--- src/rtl/tblink_rpc_host.sv ---
// Host-side RPC link: sends one command byte per request and decodes the
// controller's response stream (event header, or data header plus data byte).
module tblink_rpc_host #(
   parameter int unsigned TIMEOUT = 200
) (
   input  logic       clock,
   input  logic       reset,
   input  logic       req_valid,
   output logic       req_ready,
   input  logic [1:0] req_op,
   input  logic [5:0] req_cnt,
   output logic       c_valid,
   input  logic       c_ready,
   output logic [7:0] c_dat,
   input  logic       r_valid,
   output logic       r_ready,
   input  logic [7:0] r_dat,
   output logic       done,
   output logic       done_kind,
   output logic [7:0] done_data,
   output logic       err,
   output logic       busy
);

   typedef enum logic [1:0] {
      IDLE      = 2'd0,
      SEND      = 2'd1,
      WAIT_HDR  = 2'd2,
      WAIT_DATA = 2'd3
   } state_t;

   localparam logic [7:0] TIMEOUT_LAST = 8'(TIMEOUT - 1);

   state_t     state_r, state_s;
   logic [7:0] cmd_r, cmd_s;
   logic [7:0] wait_cnt_r, wait_cnt_s;
   logic       done_r, done_s;
   logic       done_kind_r, done_kind_s;
   logic [7:0] done_data_r, done_data_s;
   logic       err_r, err_s;

   // Next-state, command capture, wait counter and completion pulses
   always_comb begin
      state_s     = state_r;
      cmd_s       = cmd_r;
      wait_cnt_s  = 8'd0;
      done_s      = 1'b0;
      done_kind_s = 1'b0;
      done_data_s = 8'h00;
      err_s       = 1'b0;
      case (state_r)
         IDLE: begin
            if (req_valid) begin
               cmd_s = {req_cnt, req_op};
               if (req_op[1] == 1'b0) begin
                  state_s = SEND;
               end else begin
                  err_s = 1'b1;
               end
            end else begin
               state_s = IDLE;
            end
         end
         SEND: begin
            if (c_ready) begin
               state_s = WAIT_HDR;
            end else begin
               state_s = SEND;
            end
         end
         WAIT_HDR: begin
            // A byte arriving on the last allowed cycle beats the timeout
            if (r_valid) begin
               case (r_dat)
                  8'h00: state_s = WAIT_DATA;
                  8'h01: begin
                     done_s      = 1'b1;
                     done_kind_s = 1'b1;
                     state_s     = IDLE;
                  end
                  default: begin
                     err_s   = 1'b1;
                     state_s = IDLE;
                  end
               endcase
            end else if (wait_cnt_r == TIMEOUT_LAST) begin
               err_s   = 1'b1;
               state_s = IDLE;
            end else begin
               wait_cnt_s = wait_cnt_r + 8'd1;
            end
         end
         WAIT_DATA: begin
            if (r_valid) begin
               done_s      = 1'b1;
               done_data_s = r_dat;
               state_s     = IDLE;
            end else if (wait_cnt_r == TIMEOUT_LAST) begin
               err_s   = 1'b1;
               state_s = IDLE;
            end else begin
               wait_cnt_s = wait_cnt_r + 8'd1;
            end
         end
         default: state_s = IDLE;
      endcase
   end

   // State and output registers
   always_ff @(posedge clock or posedge reset) begin
      if (reset) begin
         state_r     <= IDLE;
         cmd_r       <= 8'h00;
         wait_cnt_r  <= 8'd0;
         done_r      <= 1'b0;
         done_kind_r <= 1'b0;
         done_data_r <= 8'h00;
         err_r       <= 1'b0;
      end else begin
         state_r     <= state_s;
         cmd_r       <= cmd_s;
         wait_cnt_r  <= wait_cnt_s;
         done_r      <= done_s;
         done_kind_r <= done_kind_s;
         done_data_r <= done_data_s;
         err_r       <= err_s;
      end
   end

   assign req_ready = (state_r == IDLE);
   assign busy      = (state_r != IDLE);
   assign c_valid   = (state_r == SEND);
   assign c_dat     = (state_r == SEND) ? cmd_r : 8'h00;
   assign r_ready   = (state_r == WAIT_HDR) || (state_r == WAIT_DATA);
   assign done      = done_r;
   assign done_kind = done_kind_r;
   assign done_data = done_data_r;
   assign err       = err_r;

endmodule

--- config.mk ---
export PLATFORM = sky130hd
export DESIGN_NAME = tblink_rpc_host
export DESIGN_NICKNAME = d
export VERILOG_FILES = /design/src/rtl/tblink_rpc_host.sv
export SDC_FILE = /design/constraint.sdc
export NUM_CORES = 1
export LEC_CHECK = 0
export CAP_MARGIN = 20
export CORE_ASPECT_RATIO = 1.25
export CORE_UTILIZATION = 40
export CTS_CLUSTER_DIAMETER = 50
export DETAILED_ROUTE_END_ITERATION = 10
export GPL_TIMING_DRIVEN = 0
export HOLD_SLACK_MARGIN = 0.06
export PLACE_DENSITY = 0.78
export SYNTH_ARGS = -nofsm -noshare
export SYNTH_HDL_FRONTEND = slang
export SYNTH_SLANG_ARGS = --single-unit
--- constraint.sdc ---
create_clock -name clock -period 1.4 [get_ports clock]
set_input_delay 0.14 -clock clock [delete_from_list [all_inputs] [get_ports clock]]
set_output_delay 0.14 -clock clock [all_outputs]
set_load 0.05 [all_outputs]
**After elaboration in Yosys (flattened, before gate mapping)**

Cells that the tools add are included.

- Output and inout bits: 23
- Logic and storage cells: 47
- Register bits after elaboration: 29

- Equality and inequality tests: 6
- Multiplexer cells: 26
- Reduce and logical (&&, ||, !) cells: 7
- $add $sub $neg: 1

Operator list:

| kind | count |
|---|---|
| $mux 8 | 6 |
| $mux 2 | 7 |
| $mux 1 | 10 |
| $add 8x1->8 const B | 1 |
| $eq 8x1->1 const B | 1 |
| $eq 8x8->1 const B | 1 |
| $logic_not 8->1 | 1 |
| $pmux 2 s4 | 1 |
| $eq 2x2->1 const B | 2 |
| $reduce_or 2->1 | 2 |
| $ne 3x3->1 const B | 1 |
| $pmux 1 s3 | 1 |
| $eq 2x1->1 const B | 1 |
| $logic_not 2->1 | 1 |
| $pmux 1 s2 | 1 |
| $reduce_and 2->1 | 1 |
| $reduce_bool 2->1 | 1 |
| $logic_or 1x1->1 | 1 |

**Logic depth before layout (Yosys ltp)**

Gate-level depths: netlist of run 1.

- Depth in word-level cells: 5
- Mapped depth: 5
- Depth with buffers taken out: 4

**Worst setup path before layout of run 1**

Ideal clock, no wire load.

- Path type: register to output
- Start point: register state_r[1]
- End point: output port c_dat[0]
- Data arrival time: 1696 ps
- Path buffers: 1
- Stages on the path, launching flop included: 4
- Setup slack: -436 ps
- Cells stage by stage: dfrtp_1 > and2b_2 > clkbuf_1 > and2_1

- Cells in the longest elaborated chain, start to end: 2

Ends and longest elaborated chain:

| item | RTL line | source |
|---|---|---|
| start: declaration | 34 | `state_t state_r, state_s;` |
| start signal: assignment | 120 | `state_r <= state_s;` |
| $eq 2x1->1 | - |  |
| net c_valid | 12 | `output logic c_valid,` |
| $mux 8 | 133 | `assign c_dat = (state_r == SEND) ? cmd_r : 8'h00;` |
| end: declaration | 14 | `output logic [7:0] c_dat,` |

The timed path passes the listed nets, and every way through them passes these cells.

**Final worst setup path of run 1**

- Start point: register state_r[1]
- End point: output port c_dat[3]

- Cells in the longest elaborated chain, start to end: 2

Ends and longest elaborated chain:

| item | RTL line |
|---|---|
| $eq 2x1->1 | 133 |
| $mux 8 | 133 |

Every way passes these cells.

==> results.toml, run 1 <==
[floorplanning]
rows = 22
die_w_um = 52.2
die_area_mm2 = 0.00338
dieHeight_um = 64.8
core-area_mm2 = 0.00297
io_pins = 44
start_util = 0.424

[synth]
synth_area_per_cell_um2 = 11.7
synth_top_family_by_area = "simple AND/OR/NAND/NOR gates"
ys_warn_count = 0
netlist_area_mm2 = 0.00126
seq_area_frac_synth = 0.576
synth_compound_area_frac = 0.0516
async_flop_share = 1.00
muxShareOfSynthArea = 0.0715
netlist_top_cells_area = "dfrtp_1 (58%), and2_1 (7.9%), mux2_2 (7.1%), nand3_1 (2.0%), nor2_1 (1.8%)"
ys_types = 35
ys_ff_latch = 29
synth-edff-count = 0
synthCells = 108
synth_top_cell_by_area = "dfrtp_1"
synthXorXnorAreaFrac = 0.0209
ys.flop_type = "dfrtp_1"
synthAdderAreaFrac = 0.00993
synth_fp_nets = 130
yosys.area.top_type_share = 0.576
yosys.area_share.simple = 0.233

[placed_design]
port_buffers = 43
place_congestion = 0.822
place_inst = 187
place_ws_ns = -0.559
hpwl_um = 1980

[drt]
drtIter0Drc = 21
vias = 1021
wl_per_cell_um = 15.0
viasPerCell = 4.98
drtAntennaViolNets = 0
drc_errors = 0
totalWireLength_um = 3070
first_pass_iters = 4

[grt]
grt_pass1_wl_um = 4680
antenna_found_initial = 0
grt_usage = 0.193
grt_max_degree = 30
first_global_vias = 1051
grt_overflow_total = 0

[cells_and_area]
layout.nets = 190
area_growth_pct = 61.6
diodes = 0
layout_commonest_cell = "dfrtp_1"
finalNonFillerCells = 205
drive_gt1_frac = 0.361
mostFrequentLayoutCells = "dfrtp_1 (29), clkdlybuf4s50_1 (20), buf_8 (12), dlygate4sd2_1 (11), and2_4 (10)"

[sta]
hold_viol = 0
tns_ns = -0.739
slew_violations = 0
finalCritPeriodShare = 1.08
layout_setup_ws_ns = -0.107
tightest_slew_ns = 0.580
relSlewSlack = 0.610
rsz0062_at_grt = "true"
clock-skew-final_ns = 0.0145
fmax_ghz = 0.663
setup_violations = 10
fin_crit_ns = 1.51

[power]
p_int_w = 0.00230
p_per_area_mw_per_mm2 = 1820
sw_frac_of_total = 0.381
p_switching_w = 0.00141
clkPwrFrac = 0.155
p_seq_frac = 0.300
ir_drop_mv = 1.63
leakagePower_nw = 0.980
combPwrFrac = 0.544

[setup_path]
rrSetupSlack_ns = -0.01
arrival_ns = 1.37
cp-end-kind = "output pin"
worst_setup_path_start_kind = "flop"
crit_required_ns = 1.26
worst_r2r_startpoint = "state_r[1]"
r2r_end = "cmd_r[6]"
ff2ff_path_depth = 4
path_max_fanout = 5
path_class = "reg2out"

[min_path]
hold_path.class = "in2async"

[clock_network]
cts_tree = "built"
cts_sinks = 29
cts_max_path_buffers = 2
cts.hold.buffers_added = 0
cts_root_buf = "clkbuf_4"
clk_pin_slew_ns = 0.10
clkLatencyLatePin_ns = 0.33
cts_buffers = 5
htreeDepth = 2

[outcome]
outcome = "complete, but fails checks"
violations = "setup timing"

[flow_run]
cap_viol_max_count = 0
metal layers:
layer / wire length (um) / share of wire / global-route usage
met3: 161 / 0.053 / 0.0728
met5: 0 / 0 / 0
met2: 1650 / 0.54 / 0.338
met1: 1200 / 0.39 / 0.198
met4: 52 / 0.017 / 0.0855
how the worst max path moves through the flow:
| stage | startpoint | to | slack (ns) | cells past startpoint |
|---|---|---|---|---|
| 2_1_floorplan | state_r[0] | cmd_r[0] | -0.15 | 5 |
| 3_3_place_gp | state_r[1] | c_dat[4] | -0.53 | 4 |
| 3_5_place_dp | state_r[1] | c_dat[7] | -0.56 | 4 |
| 4_1_cts | state_r[0] | c_dat[7] | -0.14 | 4 |
| 5_1_grt | state_r[1] | c_dat[3] | -0.17 | 3 |
| 6_report | state_r[1] | c_dat[3] | -0.11 | 3 |
cells by family after synthesis:
kind of cell | after synthesis
simple gates | 48
flops | 29
buf+inv | 9
fa+ha+maj | 1
compound gates | 10
xor+xnor | 3
mux | 8
stage by stage:
step | power (W) | hold slack, ns | util | cell area, um2
floorplan | 0.00228 | 0.218 | - | 1320
global placement | 0.00269 | 0.484 | 0.602 | 1790
detailed placement | 0.00273 | 0.492 | 0.602 | 1790
CTS | 0.00357 | 0.388 | 0.658 | 1960
global route | 0.00387 | 0.177 | 0.685 | 2040
finish | 0.00371 | 0.154 | 0.685 | 2040
power groups by stage:
stage                     registers (W)  clock network, W  logic, W
after detailed placement        0.00113                 0   0.00160
after global routing            0.00113          0.000636   0.00211
after global placement          0.00112                 0   0.00157
after CTS                       0.00111          0.000592   0.00186
final                           0.00111          0.000576   0.00202
after floorplan                 0.00118                 0   0.00110
cell type report:
| cell class | count | area [um2] |
|---|---|---|
| timing repair buffer | 54 | 574 |
| fill | 227 | 937 |
| sequential | 29 | 726 |
| clock buffer | 7 | 65.1 |
| buffer | 1 | 11.3 |
| tap | 36 | 45.0 |
| clock inverter | 1 | 5.00 |
| multi-input combinational | 72 | 583 |
| inverter | 5 | 26.3 |
sequential cells by signal, summed over array words and instances, names as in the netlist:
name,count
done_kind,1
done,1
err,1
done_data,8
cmd_r,8
state_r,2
wait_cnt_r,8
synthesized netlist by cell type, drive strengths merged (2+ instances only):
library cell / count
nand2: 3
a21oi: 3
nand3: 5
mux2: 8
clkbuf: 2
xor2: 2
or2: 2
nor3: 2
dfrtp: 29
o21ai: 3
or3: 3
and2: 17
inv: 5
nor2: 6
worst max-delay path: stages (launching register included):
cell     delay (ns)
dfrtp_1        0.43
and2b_2        0.30
and2_4         0.17
buf_8          0.14
what timing repair did:
action                                  in CTS  in global routing
cloned                                       2                  0
endpoints found under the setup margin      38                 26
pin swaps                                    8                  5
setup buffers                                5                  8
gates resized for setup                    119                 13
Power figures use the tool's default switching activity.
==> run 2: changes to the inputs <==
CAP_MARGIN = 10   (was 20)
SKIP_CTS_REPAIR_TIMING = 1   (was unset)
==> run 2 against run 1 <==
- the run still ends with setup timing left
- worst hold slack better by 0.21 ns
- global-route usage down 1.5 points
- design area down 0.43%
- core utilization down 0.29 points
- die area unchanged
==> results.toml, run 2 (synthesis gave the netlist of run 1 again) <==
[power]
ir_drop_mv = 1.72
p_int_w = 0.00224
p_seq_frac = 0.309
clkPwrFrac = 0.158
p_per_area_mw_per_mm2 = 1790
p_switching_w = 0.00139
sw_frac_of_total = 0.382
combPwrFrac = 0.533
leakagePower_nw = 1.10

[grt]
grt_pass1_wl_um = 4310
grt_usage = 0.178
antenna_found_initial = 0
first_global_vias = 1005
grt_overflow_total = 0
grt_max_degree = 30

[sta]
slew_violations = 0
tightest_slew_ns = 1.05
relSlewSlack = 0.302
fin_hold_ws_ns = 0.368
clock-skew-final_ns = 0.0164
fmax_ghz = 0.654
rsz0062_at_grt = "true"
hold_viol = 0
finalCritPeriodShare = 1.09
layout_setup_ws_ns = -0.130
tns_ns = -0.977
fin_crit_ns = 1.53
setup_violations = 14

[setup_path]
crit_chain = "and2b_2 -> and2_4 -> buf_8"
cp-end-kind = "output pin"
r2r_end = "cmd_r[6]"
slowest_delay_ns = 0.45
worst_setup_path_start_kind = "flop"
arrival_ns = 1.39
worst_r2r_startpoint = "state_r[1]"
slowest_stage = "dfrtp_2"
rrSetupSlack_ns = -0.02
crit_required_ns = 1.26
path_class = "reg2out"
ff2ff_path_depth = 4
path_max_fanout = 5

[placed_design]
dpl_cell_area_mm2 = 0.00179
place_inst = 187
port_buffers = 43
place_congestion = 0.822
hpwl_um = 1980

[drt]
first_pass_iters = 4
vias = 1003
viasPerCell = 4.97
drc_errors = 0
drtIter0Drc = 24
totalWireLength_um = 3040
drtAntennaViolNets = 0
wl_per_cell_um = 15.0

[cells_and_area]
postLayoutCellArea_mm2 = 0.00203
finalNonFillerCells = 202
layout.nets = 187
area_growth_pct = 60.9
diodes = 0
drive_gt1_frac = 0.355
layout_commonest_cell = "dfrtp_1"
mostFrequentLayoutCells = "dfrtp_1 (28), clkdlybuf4s50_1 (20), dlymetal6s2s_1 (11), and2_4 (9), buf_8 (9)"
final_util = 0.682

[floorplanning]
die_w_um = 52.2
rows = 22
die_area_mm2 = 0.00338
dieHeight_um = 64.8
core-area_mm2 = 0.00297
start_util = 0.424
io_pins = 44

[clock_network]
cts_max_path_buffers = 2
cts_sinks = 29
cts_tree = "built"
cts_buffers = 5
cts_root_buf = "clkbuf_4"
htreeDepth = 2
clk_pin_slew_ns = 0.10
clkLatencyLatePin_ns = 0.33

[flow_run]
cap_viol_max_count = 0

[min_path]
hold_path.class = "in2async"

[outcome]
violations = "setup timing"
outcome = "complete, but fails checks"
[run 2: layout make-up]
| class | count | area (um2) |
|---|---|---|
| Clock inverter | 1 | 5.00 |
| Sequential cell | 29 | 727 |
| Fill cell | 220 | 946 |
| Clock buffer | 7 | 65.1 |
| Tap cell | 36 | 45.0 |
| Inverter | 5 | 26.3 |
| Multi-Input combinational cell | 72 | 582 |
| Buffer | 2 | 10.0 |
| Timing Repair Buffer | 50 | 567 |
[run 2: worst max-delay path by stage]
stage,startpoint,endpoint,slack [ns],cells past startpoint
after CTS,state_r[1],c_dat[7],-0.93,4
final,state_r[1],c_dat[3],-0.13,3
after detailed placement,state_r[1],c_dat[7],-0.56,4
after global placement,state_r[1],c_dat[4],-0.53,4
after floorplan,state_r[0],cmd_r[0],-0.15,5
after global routing,state_r[1],c_dat[3],-0.19,3
[run 2: worst max-delay path, delay by kind of cell (launching register included)]
kind                   cells  cell delay, ns
buffers and inverters      1            0.14
AND/OR/NAND/NOR            2            0.47
flip-flops                 1            0.45
[run 2: power by group through the flow]
stage               logic [W]  registers, W  clock network, W
finish                0.00193       0.00112          0.000572
global route          0.00202       0.00114          0.000636
CTS                   0.00161       0.00112          0.000592
detailed placement    0.00160       0.00113                 0
global placement      0.00157       0.00112                 0
floorplan             0.00110       0.00118                 0
[run 2: per-layer routing]
metal  global-route usage  vias to the layer above  share of wire
met5                    0                        -              0
met1                0.183                      479           0.39
met3               0.0728                        5          0.062
li1                     -                      486              -
met4               0.0921                        0          0.011
met2                0.301                       33           0.54
[run 2: through the flow]
step	setup slack, ns	total power [W]
6_report	-0.130	0.00363
5_1_grt	-0.187	0.00380
4_1_cts	-0.933	0.00332
3_5_place_dp	-0.559	0.00273
3_3_place_gp	-0.531	0.00269
2_1_floorplan	-0.153	0.00228
